--- src/rtl/rv_fetch_pkg.sv ---
`default_nettype none
// ======================================================================
// rv_fetch_pkg : types shared by the fetch sequencer and its tag FIFO
// rev 1.0
// ======================================================================
package rv_fetch_pkg;

   typedef enum logic [1:0] {
      BOOT  = 2'd0,
      RUN   = 2'd1,
      DRAIN = 2'd2
   } fetch_seq_state_t;

   typedef struct packed {
      logic [31:0] pc;
   } fetch_tag_t;

   // A fetch from an odd-halfword PC only yields the upper halfword of the word.
   function automatic logic [1:0] need_hw(input logic i_pc1);
      return i_pc1 ? 2'd1 : 2'd2;
   endfunction

endpackage
`default_nettype wire

--- src/rtl/rv_fetch_seq_if.sv ---
`default_nettype none
// ======================================================================
// rv_fetch_seq_if : instruction-bus read channel of the fetch sequencer
// rev 1.0
// ======================================================================
interface rv_fetch_seq_if;

   logic        req;
   logic [31:0] addr;
   logic        req_ready;
   logic        ack;
   logic [31:0] data;

   modport master (
      output req,
      output addr,
      input  req_ready,
      input  ack,
      input  data
   );

   modport slave (
      input  req,
      input  addr,
      output req_ready,
      output ack,
      output data
   );

endinterface
`default_nettype wire

--- src/rtl/rv_fetch_tag_fifo.sv ---
`default_nettype none
// ======================================================================
// rv_fetch_tag_fifo : in-order fetch-address tags for outstanding reads
// rev 1.0
// ======================================================================
module rv_fetch_tag_fifo
   import rv_fetch_pkg::*;
#(
   parameter int DEPTH = 2
) (
   input  logic       i_clk,
   input  logic       i_reset,
   input  logic       i_clear,
   input  logic       i_push,
   input  fetch_tag_t i_push_tag,
   input  logic       i_pop,
   output fetch_tag_t o_head,
   output logic       o_empty
);

   localparam int PW = (DEPTH > 1) ? $clog2(DEPTH) : 1;
   localparam int CW = $clog2(DEPTH + 1);

   fetch_tag_t    r_mem [DEPTH];
   logic [PW-1:0] r_wr_ptr;
   logic [PW-1:0] r_rd_ptr;
   logic [CW-1:0] r_count;

   // Pointers wrap explicitly so non-power-of-two depths work.
   function automatic logic [PW-1:0] ptr_inc(input logic [PW-1:0] i_p);
      return (i_p == PW'(DEPTH - 1)) ? '0 : i_p + PW'(1);
   endfunction

   always_ff @(posedge i_clk) begin
      if (i_reset || i_clear) begin
         r_wr_ptr <= '0;
         r_rd_ptr <= '0;
         r_count  <= '0;
      end else begin
         if (i_push) r_wr_ptr <= ptr_inc(r_wr_ptr);
         if (i_pop)  r_rd_ptr <= ptr_inc(r_rd_ptr);
         r_count <= r_count + CW'(i_push) - CW'(i_pop);
      end
   end

   always_ff @(posedge i_clk) begin
      if (i_push && !i_clear) r_mem[r_wr_ptr] <= i_push_tag;
   end

   assign o_head  = r_mem[r_rd_ptr];
   assign o_empty = (r_count == '0);

endmodule
`default_nettype wire

--- src/rtl/rv_fetch_seq.sv ---
`default_nettype none
// ======================================================================
// rv_fetch_seq : fetch PC owner, credit-gated bus issue, redirect drain
// rev 1.0
// ======================================================================
module rv_fetch_seq
   import rv_fetch_pkg::*;
#(
   parameter logic [31:0] RESET_ADDR      = 32'h0000_0000,
   parameter int          MAX_OUTSTANDING = 2,
   parameter int          BUF_ADDR_SIZE   = 2
) (
   input  logic                   i_clk,
   input  logic                   i_reset,
   rv_fetch_seq_if.master         bus,
   input  logic                   i_pc_select,
   input  logic [31:0]            i_pc_target,
   input  logic                   i_flush,
   input  logic [BUF_ADDR_SIZE:0] i_buf_free_hw,
   output logic                   o_ack,
   output logic [31:0]            o_data,
   output logic [31:0]            o_fetch_pc,
   output logic                   o_fetch_pc1,
   output logic                   o_err
);

   localparam int OW  = $clog2(MAX_OUTSTANDING + 1);
   localparam int IW  = BUF_ADDR_SIZE + 2;
   localparam int CRW = IW + 1;

   fetch_seq_state_t r_state;
   logic [31:0]      r_pc;
   logic [OW-1:0]    r_outstanding;
   logic [OW-1:0]    r_discard;
   logic [IW-1:0]    r_inflight_hw;
   logic             r_err;

   fetch_tag_t       w_head;
   logic             w_fifo_empty;
   logic [1:0]       w_need;
   logic [1:0]       w_pop_need;
   logic             w_credit_ok;
   logic             w_can_issue;
   logic             w_issue;
   logic             w_pop;
   logic             w_stray;
   logic [31:0]      w_target;
   logic [OW-1:0]    w_discard_new;

   assign w_need      = need_hw(r_pc[1]);
   assign w_pop_need  = need_hw(w_head.pc[1]);
   assign w_credit_ok = CRW'(i_buf_free_hw) >= (CRW'(r_inflight_hw) + CRW'(w_need));
   assign w_can_issue = (r_state == RUN) && !i_flush && !i_pc_select &&
                        (r_outstanding < OW'(MAX_OUTSTANDING)) && w_credit_ok;
   assign w_issue     = w_can_issue && bus.req_ready;
   assign w_pop       = bus.ack && (r_state == RUN) && !i_pc_select &&
                        (r_outstanding != '0) && !w_fifo_empty;
   assign w_stray     = bus.ack && (r_outstanding == '0) && (r_discard == '0);
   assign w_target    = i_pc_target & 32'hFFFF_FFFE;
   // An ack landing in the redirect cycle is itself one of the stale responses.
   assign w_discard_new = r_outstanding - OW'(bus.ack && (r_outstanding != '0));

   assign bus.req     = w_can_issue;
   assign bus.addr    = {r_pc[31:2], 2'b00};
   assign o_ack       = w_pop;
   assign o_data      = bus.data;
   assign o_fetch_pc  = w_pop ? w_head.pc : 32'h0;
   assign o_fetch_pc1 = r_pc[1];
   assign o_err       = r_err;

   rv_fetch_tag_fifo #(
      .DEPTH (MAX_OUTSTANDING)
   ) u_tag_fifo (
      .i_clk      (i_clk),
      .i_reset    (i_reset),
      .i_clear    (i_pc_select),
      .i_push     (w_issue),
      .i_push_tag (fetch_tag_t'(r_pc)),
      .i_pop      (w_pop),
      .o_head     (w_head),
      .o_empty    (w_fifo_empty)
   );

   always_ff @(posedge i_clk) begin
      if (i_reset) begin
         r_state       <= BOOT;
         r_pc          <= RESET_ADDR;
         r_outstanding <= '0;
         r_discard     <= '0;
         r_inflight_hw <= '0;
         r_err         <= 1'b0;
      end else begin
         if (w_stray) r_err <= 1'b1;
         case (r_state)
            BOOT: begin
               r_state <= RUN;
               if (i_pc_select) r_pc <= w_target;
            end
            RUN: begin
               if (i_pc_select) begin
                  r_pc          <= w_target;
                  r_outstanding <= '0;
                  r_inflight_hw <= '0;
                  r_discard     <= w_discard_new;
                  r_state       <= (w_discard_new != '0) ? DRAIN : RUN;
               end else begin
                  if (w_issue) r_pc <= r_pc + {29'd0, w_need, 1'b0};
                  r_outstanding <= r_outstanding + OW'(w_issue) - OW'(w_pop);
                  r_inflight_hw <= r_inflight_hw
                                   + (w_issue ? IW'(w_need) : IW'(0))
                                   - (w_pop ? IW'(w_pop_need) : IW'(0));
               end
            end
            DRAIN: begin
               // A redirect here needs no extra discard: the old stream is already counted.
               if (i_pc_select) r_pc <= w_target;
               if (bus.ack) begin
                  r_discard <= r_discard - OW'(1);
                  if (r_discard == OW'(1)) r_state <= RUN;
               end
            end
            default: r_state <= BOOT;
         endcase
      end
   end

endmodule
`default_nettype wire

--- src/flat_wrapper.sv ---
// flat-port wrapper written by rule: the top's interface ports become plain ports
module rv_fetch_seq_flat import rv_fetch_pkg::*;
#(
   parameter logic [31:0] RESET_ADDR      = 32'h0000_0000,
   parameter int          MAX_OUTSTANDING = 2,
   parameter int          BUF_ADDR_SIZE   = 2
)
  (i_clk, i_reset, i_pc_select, i_pc_target, i_flush, i_buf_free_hw, o_ack, o_data, o_fetch_pc, o_fetch_pc1, o_err, bus_req, bus_addr, bus_req_ready, bus_ack, bus_data);
  rv_fetch_seq_if bus_i ();
  input  logic i_clk;
  input  logic i_reset;
  input  logic i_pc_select;
  input  logic [31:0] i_pc_target;
  input  logic i_flush;
  input  logic [BUF_ADDR_SIZE:0] i_buf_free_hw;
  output logic o_ack;
  output logic [31:0] o_data;
  output logic [31:0] o_fetch_pc;
  output logic o_fetch_pc1;
  output logic o_err;
  output wire logic [$bits(bus_i.req)-1:0] bus_req;
  output wire logic [$bits(bus_i.addr)-1:0] bus_addr;
  input wire logic [$bits(bus_i.req_ready)-1:0] bus_req_ready;
  input wire logic [$bits(bus_i.ack)-1:0] bus_ack;
  input wire logic [$bits(bus_i.data)-1:0] bus_data;
  assign bus_req = bus_i.req;
  assign bus_addr = bus_i.addr;
  assign bus_i.req_ready = bus_req_ready;
  assign bus_i.ack = bus_ack;
  assign bus_i.data = bus_data;
  rv_fetch_seq #(.RESET_ADDR(RESET_ADDR), .MAX_OUTSTANDING(MAX_OUTSTANDING), .BUF_ADDR_SIZE(BUF_ADDR_SIZE)) u_core (.i_clk(i_clk), .i_reset(i_reset), .bus(bus_i), .i_pc_select(i_pc_select), .i_pc_target(i_pc_target), .i_flush(i_flush), .i_buf_free_hw(i_buf_free_hw), .o_ack(o_ack), .o_data(o_data), .o_fetch_pc(o_fetch_pc), .o_fetch_pc1(o_fetch_pc1), .o_err(o_err));
endmodule
--- config.mk ---
export PLATFORM = sky130hd
export DESIGN_NAME = rv_fetch_seq_flat
export DESIGN_NICKNAME = d
export VERILOG_FILES = /design/src/rtl/rv_fetch_pkg.sv /design/src/rtl/rv_fetch_seq_if.sv /design/src/rtl/rv_fetch_tag_fifo.sv /design/src/rtl/rv_fetch_seq.sv /design/src/flat_wrapper.sv
export SDC_FILE = /design/constraint.sdc
export NUM_CORES = 1
export LEC_CHECK = 0
export CELL_PAD_IN_SITES_DETAIL_PLACEMENT = 0
export CELL_PAD_IN_SITES_GLOBAL_PLACEMENT = 1
export CORE_ASPECT_RATIO = 0.9
export CORE_MARGIN = 4
export CORE_UTILIZATION = 36
export DETAILED_ROUTE_END_ITERATION = 8
export GPL_ROUTABILITY_DRIVEN = 0
export PLACE_DENSITY = 0.86
export SETUP_SLACK_MARGIN = 0.3
export SLEW_MARGIN = 20
export SYNTH_ARGS = -nofsm -noshare
export SYNTH_HDL_FRONTEND = slang
export SYNTH_SLANG_ARGS = --single-unit
--- constraint.sdc ---
create_clock -name i_clk -period 4.3 [get_ports i_clk]
set_input_delay 0.43 -clock i_clk [delete_from_list [all_inputs] [get_ports i_clk]]
set_output_delay 0.43 -clock i_clk [all_outputs]
set_load 0.05 [all_outputs]
Word-level counts from Yosys, hierarchy flattened
Memories as Yosys holds them, arrays and structs flattened. A register that Yosys moved wholly into a read port is not among the register bits.
Cells that the tools add are included.
{"block": "word_totals", "memories": 1, "ff_bits": 47, "ramBits": 64, "output_inout_bits": 100}
{"block": "op_classes", "magnitude_cmp": 2, "n_eq_ne": 8, "n_reduce_logical": 29, "n_mux": 25, "add_sub_neg": 12}
{"memory": "u_core.u_tag_fifo.r_mem", "depth": 2, "width": 32, "rd": 1, "rd_ports_with_merged_regs": 1, "write_ports": 1, "line": "rv_fetch_tag_fifo.sv:24", "source": "fetch_tag_t r_mem [DEPTH];"}
{"cell": "two-way mux 32 bit", "n": 4}
{"cell": "one-hot mux 32 bit (2 select lines)", "n": 1}
{"cell": "adder 32 x 3 -> 32 bit", "n": 1}
{"cell": "two-way mux 2 bit", "n": 11}
{"cell": "logical AND 1 bit", "n": 13}
{"cell": "AND reduction 3 bit", "n": 3}
{"cell": "zero test 2 bit", "n": 4}
{"cell": "nonzero test 2 bit", "n": 4}
{"cell": "two-way mux 1 bit", "n": 6}
{"cell": "one-hot mux 2 bit (3 select lines)", "n": 1}
{"cell": "subtractor 2 x 1 -> 2 bit", "n": 3}
{"cell": "adder 4 x 2 -> 5 bit", "n": 1}
{"cell": ">= comparator 3 x 5 -> 1 bit", "n": 1}
{"cell": "adder 2 x 1 -> 2 bit", "n": 2}
{"cell": "adder 4 bit", "n": 1}
{"cell": "== test 2 x 1 -> 1 bit (second input constant)", "n": 2}
{"cell": "two-way mux 4 bit", "n": 1}
{"cell": "!= test 2 x 1 -> 1 bit (second input constant)", "n": 2}
{"cell": "!= test 2 bit (second input constant)", "n": 2}
{"cell": "one-hot mux 2 bit (2 select lines)", "n": 1}
{"cell": "subtractor 4 bit", "n": 1}
{"cell": "zero test 1 bit", "n": 3}
{"cell": "!= test 3 bit (second input constant)", "n": 1}
{"cell": "adder 1 bit (second input constant)", "n": 2}
{"cell": "other kinds (5)", "n": 5}

Depth between registers and ports, before layout
{"block": "logic_depth", "word_depth": 10, "depth_mapped": 17, "mapped_depth_nobuf": 17}

Modules after synthesis
A second synthesis with hierarchy kept.
{"block": "unflattened", "hier_cells": 574, "area_unflattened_um2": 6077.1}
{"mod": "rv_fetch_seq", "n_inst": 1, "area_per_inst_um2": 3390.8, "cells_each": 454, "seq_area_each_um2": 840.8}
{"mod": "rv_fetch_tag_fifo", "n_inst": 1, "area_per_inst_um2": 2686.3, "cells_each": 120, "seq_area_each_um2": 2021.9}

Worst setup path after synthesis
No wires, ideal clock.
{"block": "synth_path", "path_type": "register -> register", "from": "reg u_core.r_pc[1]", "to": "reg u_core.r_inflight_hw[3]", "slack_ns": 0.154, "stages_incl_launch_ff": 18, "setup_time_ns": 0.071, "arrival_time_ns": 4.076, "t_required_ns": 4.229, "synth_period_minus_slack_ns": 4.146, "cell_sequence": "dfxtp_1 > inv_1 > fa_1 > xnor2_1 > ha_1 > nand2_1 > o21ai_0 > nand4_1 > inv_1 > nand2_1 > fa_1 > inv_1 > ha_1 > a21o_1 > a21oi_1 > xnor2_1 > or3_1 > a21oi_1"}
{"block": "synth_via", "elab_chain_len": 9}
{"element": "from (decl)", "line": "rv_fetch_seq.sv:32", "source": "logic [31:0] r_pc;"}
{"element": "from (signal assigned)", "line": "rv_fetch_seq.sv:97", "source": "if (i_pc_select) r_pc <= w_target;"}
{"element": "from (signal assigned)", "line": "rv_fetch_seq.sv:101", "source": "r_pc <= w_target;"}
{"element": "from (signal assigned)", "line": "rv_fetch_seq.sv:107", "source": "if (w_issue) r_pc <= r_pc + {29'd0, w_need, 1'b0};"}
{"element": "two-way mux 2 bit *", "line": "rv_fetch_pkg.sv:20", "source": "return i_pc1 ? 2'd1 : 2'd2;"}
{"element": "adder 4 x 2 -> 5 bit", "line": "rv_fetch_seq.sv:52", "source": "assign w_credit_ok = CRW'(i_buf_free_hw) >= (CRW'(r_inflight_hw) + CRW'(w_need));"}
{"element": ">= comparator 3 x 5 -> 1 bit", "line": "rv_fetch_seq.sv:52"}
{"element": "logical AND 1 bit", "line": "rv_fetch_seq.sv:54", "source": "(r_outstanding < OW'(MAX_OUTSTANDING)) && w_credit_ok;"}
{"element": "logical AND 1 bit", "line": "rv_fetch_seq.sv:55", "source": "assign w_issue = w_can_issue && bus.req_ready;"}
{"element": "two-way mux 2 bit *", "line": "rv_fetch_seq.sv:110", "source": "+ (w_issue ? IW'(w_need) : IW'(0))"}
{"element": "adder 4 bit *", "line": "rv_fetch_seq.sv:110"}
{"element": "subtractor 4 bit *", "line": "rv_fetch_seq.sv:111", "source": "- (w_pop ? IW'(w_pop_need) : IW'(0));"}
{"element": "two-way mux 4 bit *", "line": "rv_fetch_seq.sv:100", "source": "if (i_pc_select) begin"}
{"element": "to (signal assigned)", "line": "rv_fetch_seq.sv:109", "source": "r_inflight_hw <= r_inflight_hw"}
{"element": "to (decl)", "line": "rv_fetch_seq.sv:35", "source": "logic [IW-1:0] r_inflight_hw;"}
Mark *: on every way between the ends. The rest lies on a longest branch, timed or not.
A chain may end at the register's enable or synchronous reset.

Worst setup path in the final report
Same ends and word-level chain as after synthesis.

==> results.py <==
metrics = {
    "critical_path": {
        "worst-path-max-fanout": 9,
        "path_class": "reg2reg",
        "r2r_setup_slack_ns": 0.51,
        "crit_path_end_kind": "register",
        "r2r-start": "u_core.r_pc[1]",
        "startpoint": "u_core.r_pc[1]",
        "crit_required_ns": 4.58,
        "crit_path_start_kind": "register",
        "cp.arrival_ns": 4.07,
        "reg2reg_to": "u_core.r_inflight_hw[3]",
        "worst_r2r_path_depth": 17,
        "crit_path_end": "u_core.r_inflight_hw[3]",
    },
    "clock_tree": {
        "cts_tree": "built",
        "cts.sinks": 109,
        "clk_latency_ns": 0.35,
        "clockBufferDepth": 2,
        "clk_pin_slew_ns": 0.07,
        "numCtsBuffers": 9,
        "clock-root-buffer": "clkbuf_16",
        "cts_htree_levels": 3,
        "postCtsHoldBufs": 0,
    },
    "yosys": {
        "synthMostInstantiatedCell": "edfxtp_1",
        "synthCells": 578,
        "synth-warning-count": 0,
        "synth_ff_type": "edfxtp_1",
        "synthTopCellsByCount": "62 x edfxtp_1, 56 x nor2_1, 47 x dfxtp_1",
        "synth_top_area_share": 0.319,
        "avgSynthCellArea_sq_um": 10.1,
        "synth_top_area_cell": "edfxtp_1",
        "synth_cell_type_count": 62,
        "ys_seq_area_frac": 0.480,
        "synth_edf_count": 62,
        "syn-cell-area_sq_um": 5840,
        "ys_ff_latch": 109,
        "async_reset_ff_frac": 0,
        "netlist_top_cells_area": "edfxtp_1 32%, dfxtp_1 16%, mux2i_1 5.7%, buf_4 4.5%, ha_1 4.1%",
    },
    "power_and_ir_drop": {
        "powerDensity_nw_per_um2": 322,
        "p_sw_frac": 0.274,
        "power_frac_seq": 0.522,
        "ir_worst_vdd_uv": 174,
        "internal_power_mw": 1.65,
        "p_leak_nw": 2.44,
        "pwr-share-comb": 0.141,
        "p_clk_frac": 0.338,
        "power.switching_mw": 0.625,
    },
    "global_route": {
        "track_usage": 0.161,
        "grt.overflow.total": 0,
        "grt_pass1_vias": 4566,
        "grt_pass1_wl_mm": 23.5,
        "grt_antenna_before_repair": 0,
        "grt_max_degree": 44,
    },
    "sta": {
        "setup_viol": 0,
        "fmax_mhz": 264,
        "slew_violations": 0,
        "fin_skew_ns": 0.00730,
        "setup_tns_ns": 0,
        "rsz0062_at_grt": "no",
        "timing.final.ws_setup_ns": 0.507,
        "maxSlewHeadroom": 0.587,
        "finalCriticalPeriod_ns": 3.79,
        "hold_viol": 0,
        "period_share": 0.882,
        "worst_slew_pin_slew_ns": 0.618,
    },
    "route": {
        "drt-met1-wl_mm": 6.34,
        "dr.pass1.iters": 4,
        "first_iter_violations": 342,
        "wire_per_inst_microns": 17.7,
        "vias": 4596,
        "drtAntennaViolNets": 0,
        "drt_wl_total_mm": 15.0,
        "route.met3.wl_mm": 1.07,
        "routed.top_layer": "met4",
        "via_per_inst": 5.43,
        "dr_wl_met2_mm": 7.12,
        "drc": 0,
    },
    "final_layout": {
        "instances_no_fill": 846,
        "final_core_util": 0.452,
        "diodes": 0,
        "fin_nets": 734,
        "drive_above_1_share": 0.0761,
        "area.growth.synth_to_final_pct": 21.2,
        "stdcell_area_sq_um": 7070,
    },
    "place": {
        "portBuffers": 104,
        "dp_slack_ns": 0.162,
        "post_dp_cell_area_sq_um": 6780,
        "dp_hpwl_mm": 10.4,
        "placedCellCount": 829,
    },
    "die": {
        "die_height_microns": 129,
        "design.die.area_sq_um": 18300,
        "dieWidth_microns": 142,
        "initial_core_util": 0.373,
        "io_pins": 173,
        "core_area_sq_um": 15700,
        "num_rows": 43,
    },
    "job": {
        "drv_cap": 0,
    },
    "run_status": {
        "outcome": "finished clean",
    },
    "worst_hold_path": {
        "worst_hold_path_type": "reg2reg",
    },
}
-- layout by cell type (no fill, tap or decap), types with 3 or more instances in the layout --
cell,netlist,final
o2bb2ai_1,4,4
a21oi_1,46,46
nand2_1,42,42
nor2b_1,5,4
nand4_1,14,14
o211ai_1,3,3
dfxtp_1,47,45
nand3_1,15,15
and3_1,4,4
nor2_1,56,55
nor3b_1,5,5
a22oi_1,4,4
o22ai_1,6,6
a32o_1,3,3
clkinv_4,0,3
a21o_1,4,4
mux2i_1,33,33
o21a_1,3,3
nor3_1,12,12
ha_1,19,19
clkdlybuf4s50_1,0,104
conb_1,1,3
buf_4,35,10
a211oi_1,10,10
a31oi_1,3,3
xor2_1,5,5
inv_1,26,25
o21ai_0,20,19
o21ai_1,3,3
edfxtp_1,62,62
clkbuf_16,0,9
o32ai_1,8,8
o31ai_1,6,6
or3_1,4,4
xnor2_1,5,5
-- layer usage --
metal | track usage | up-vias
li1 | - | 2192
met1 | 0.203 | 2189
met2 | 0.263 | 165
met3 | 0.0401 | 50
met4 | 0.0677 | 0
met5 | 0 | -
-- sequential cells by signal (all words and copies together) (netlist names), named ones only --
signal and flops:
u_core.u_tag_fifo.r_mem 62, u_core.r_pc 31, u_core.r_inflight_hw 4, u_core.r_discard 2, u_core.r_outstanding 2, u_core.r_state 2
u_core.u_tag_fifo.r_count 2, u_core.o_err 1, u_core.u_tag_fifo.r_rd_ptr 1, u_core.u_tag_fifo.r_wr_ptr 1
-- layout make-up --
type,instances,area [sq um]
Tap cell,202,253
Clock buffer,10,229
Sequential cell,109,2810
Timing Repair Buffer,114,1120
Fill cell,1419,8580
Inverter,26,97.6
Multi-Input combinational cell,379,2520
Clock inverter,6,47.5
-- kinds of logic after synthesis --
kind of cell | Yosys count | share of synthesized area
simple gates | 175 | 0.152
compound gates | 136 | 0.154
flops | 109 | 0.480
buf+inv | 92 | 0.0911
mux | 33 | 0.0566
fa+ha+maj | 22 | 0.0510
xor+xnor | 10 | 0.0150
other cells | 1 | 0.000642
-- repair_timing --
item	CTS	global route
endpoints found under the setup margin	1	1
buffers inserted	1	0
pin swaps	1	0
gates resized for setup	1	4
cloned	0	0
hold endpoints to repair	0	0
-- how the worst min path moves through the flow --
stage                             from                             to  slack (ns)  cells after the start
6_report                  u_core.o_err                   u_core.o_err        0.52                      2
3_5_place_dp              u_core.o_err                   u_core.o_err        0.48                      2
5_1_grt                 u_core.r_pc[1]  u_core.u_tag_fifo.r_mem[0][1]        0.54                      0
4_1_cts                   u_core.o_err                   u_core.o_err        0.51                      2
3_3_place_gp   u_core.r_inflight_hw[3]        u_core.r_inflight_hw[3]        0.48                      2
2_1_floorplan  u_core.r_inflight_hw[3]        u_core.r_inflight_hw[3]        0.46                      2
-- critical path, stage by stage (launching register included) --
cell and delay (ns):
dfxtp_4 0.38, ha_1 0.25, fa_2 0.38, xnor2_1 0.15
ha_1 0.30, nand2_1 0.08, o21ai_2 0.14, nand4_1 0.14
inv_2 0.12, nand2_1 0.07, fa_1 0.49, inv_1 0.07
ha_1 0.29, a21o_1 0.15, a21oi_1 0.18, xnor2_1 0.08
or3_1 0.30, a21oi_1 0.16
-- power groups by stage --
stage	clock, mW	sequential [mW]	combinational [mW]
2_1_floorplan	0	1.27	0.212
3_3_place_gp	0	1.21	0.313
3_5_place_dp	0	1.21	0.319
4_1_cts	0.786	1.19	0.321
5_1_grt	0.826	1.19	0.344
6_report	0.770	1.19	0.320
-- metrics by stage --
stage	hold slack, ns	total power [mW]
4_1_cts	0.515	2.30
5_1_grt	0.542	2.37
3_5_place_dp	0.476	1.53
2_1_floorplan	0.458	1.49
6_report	0.520	2.28
3_3_place_gp	0.484	1.52
No activity file was read; power rests on OpenSTA's default activity.
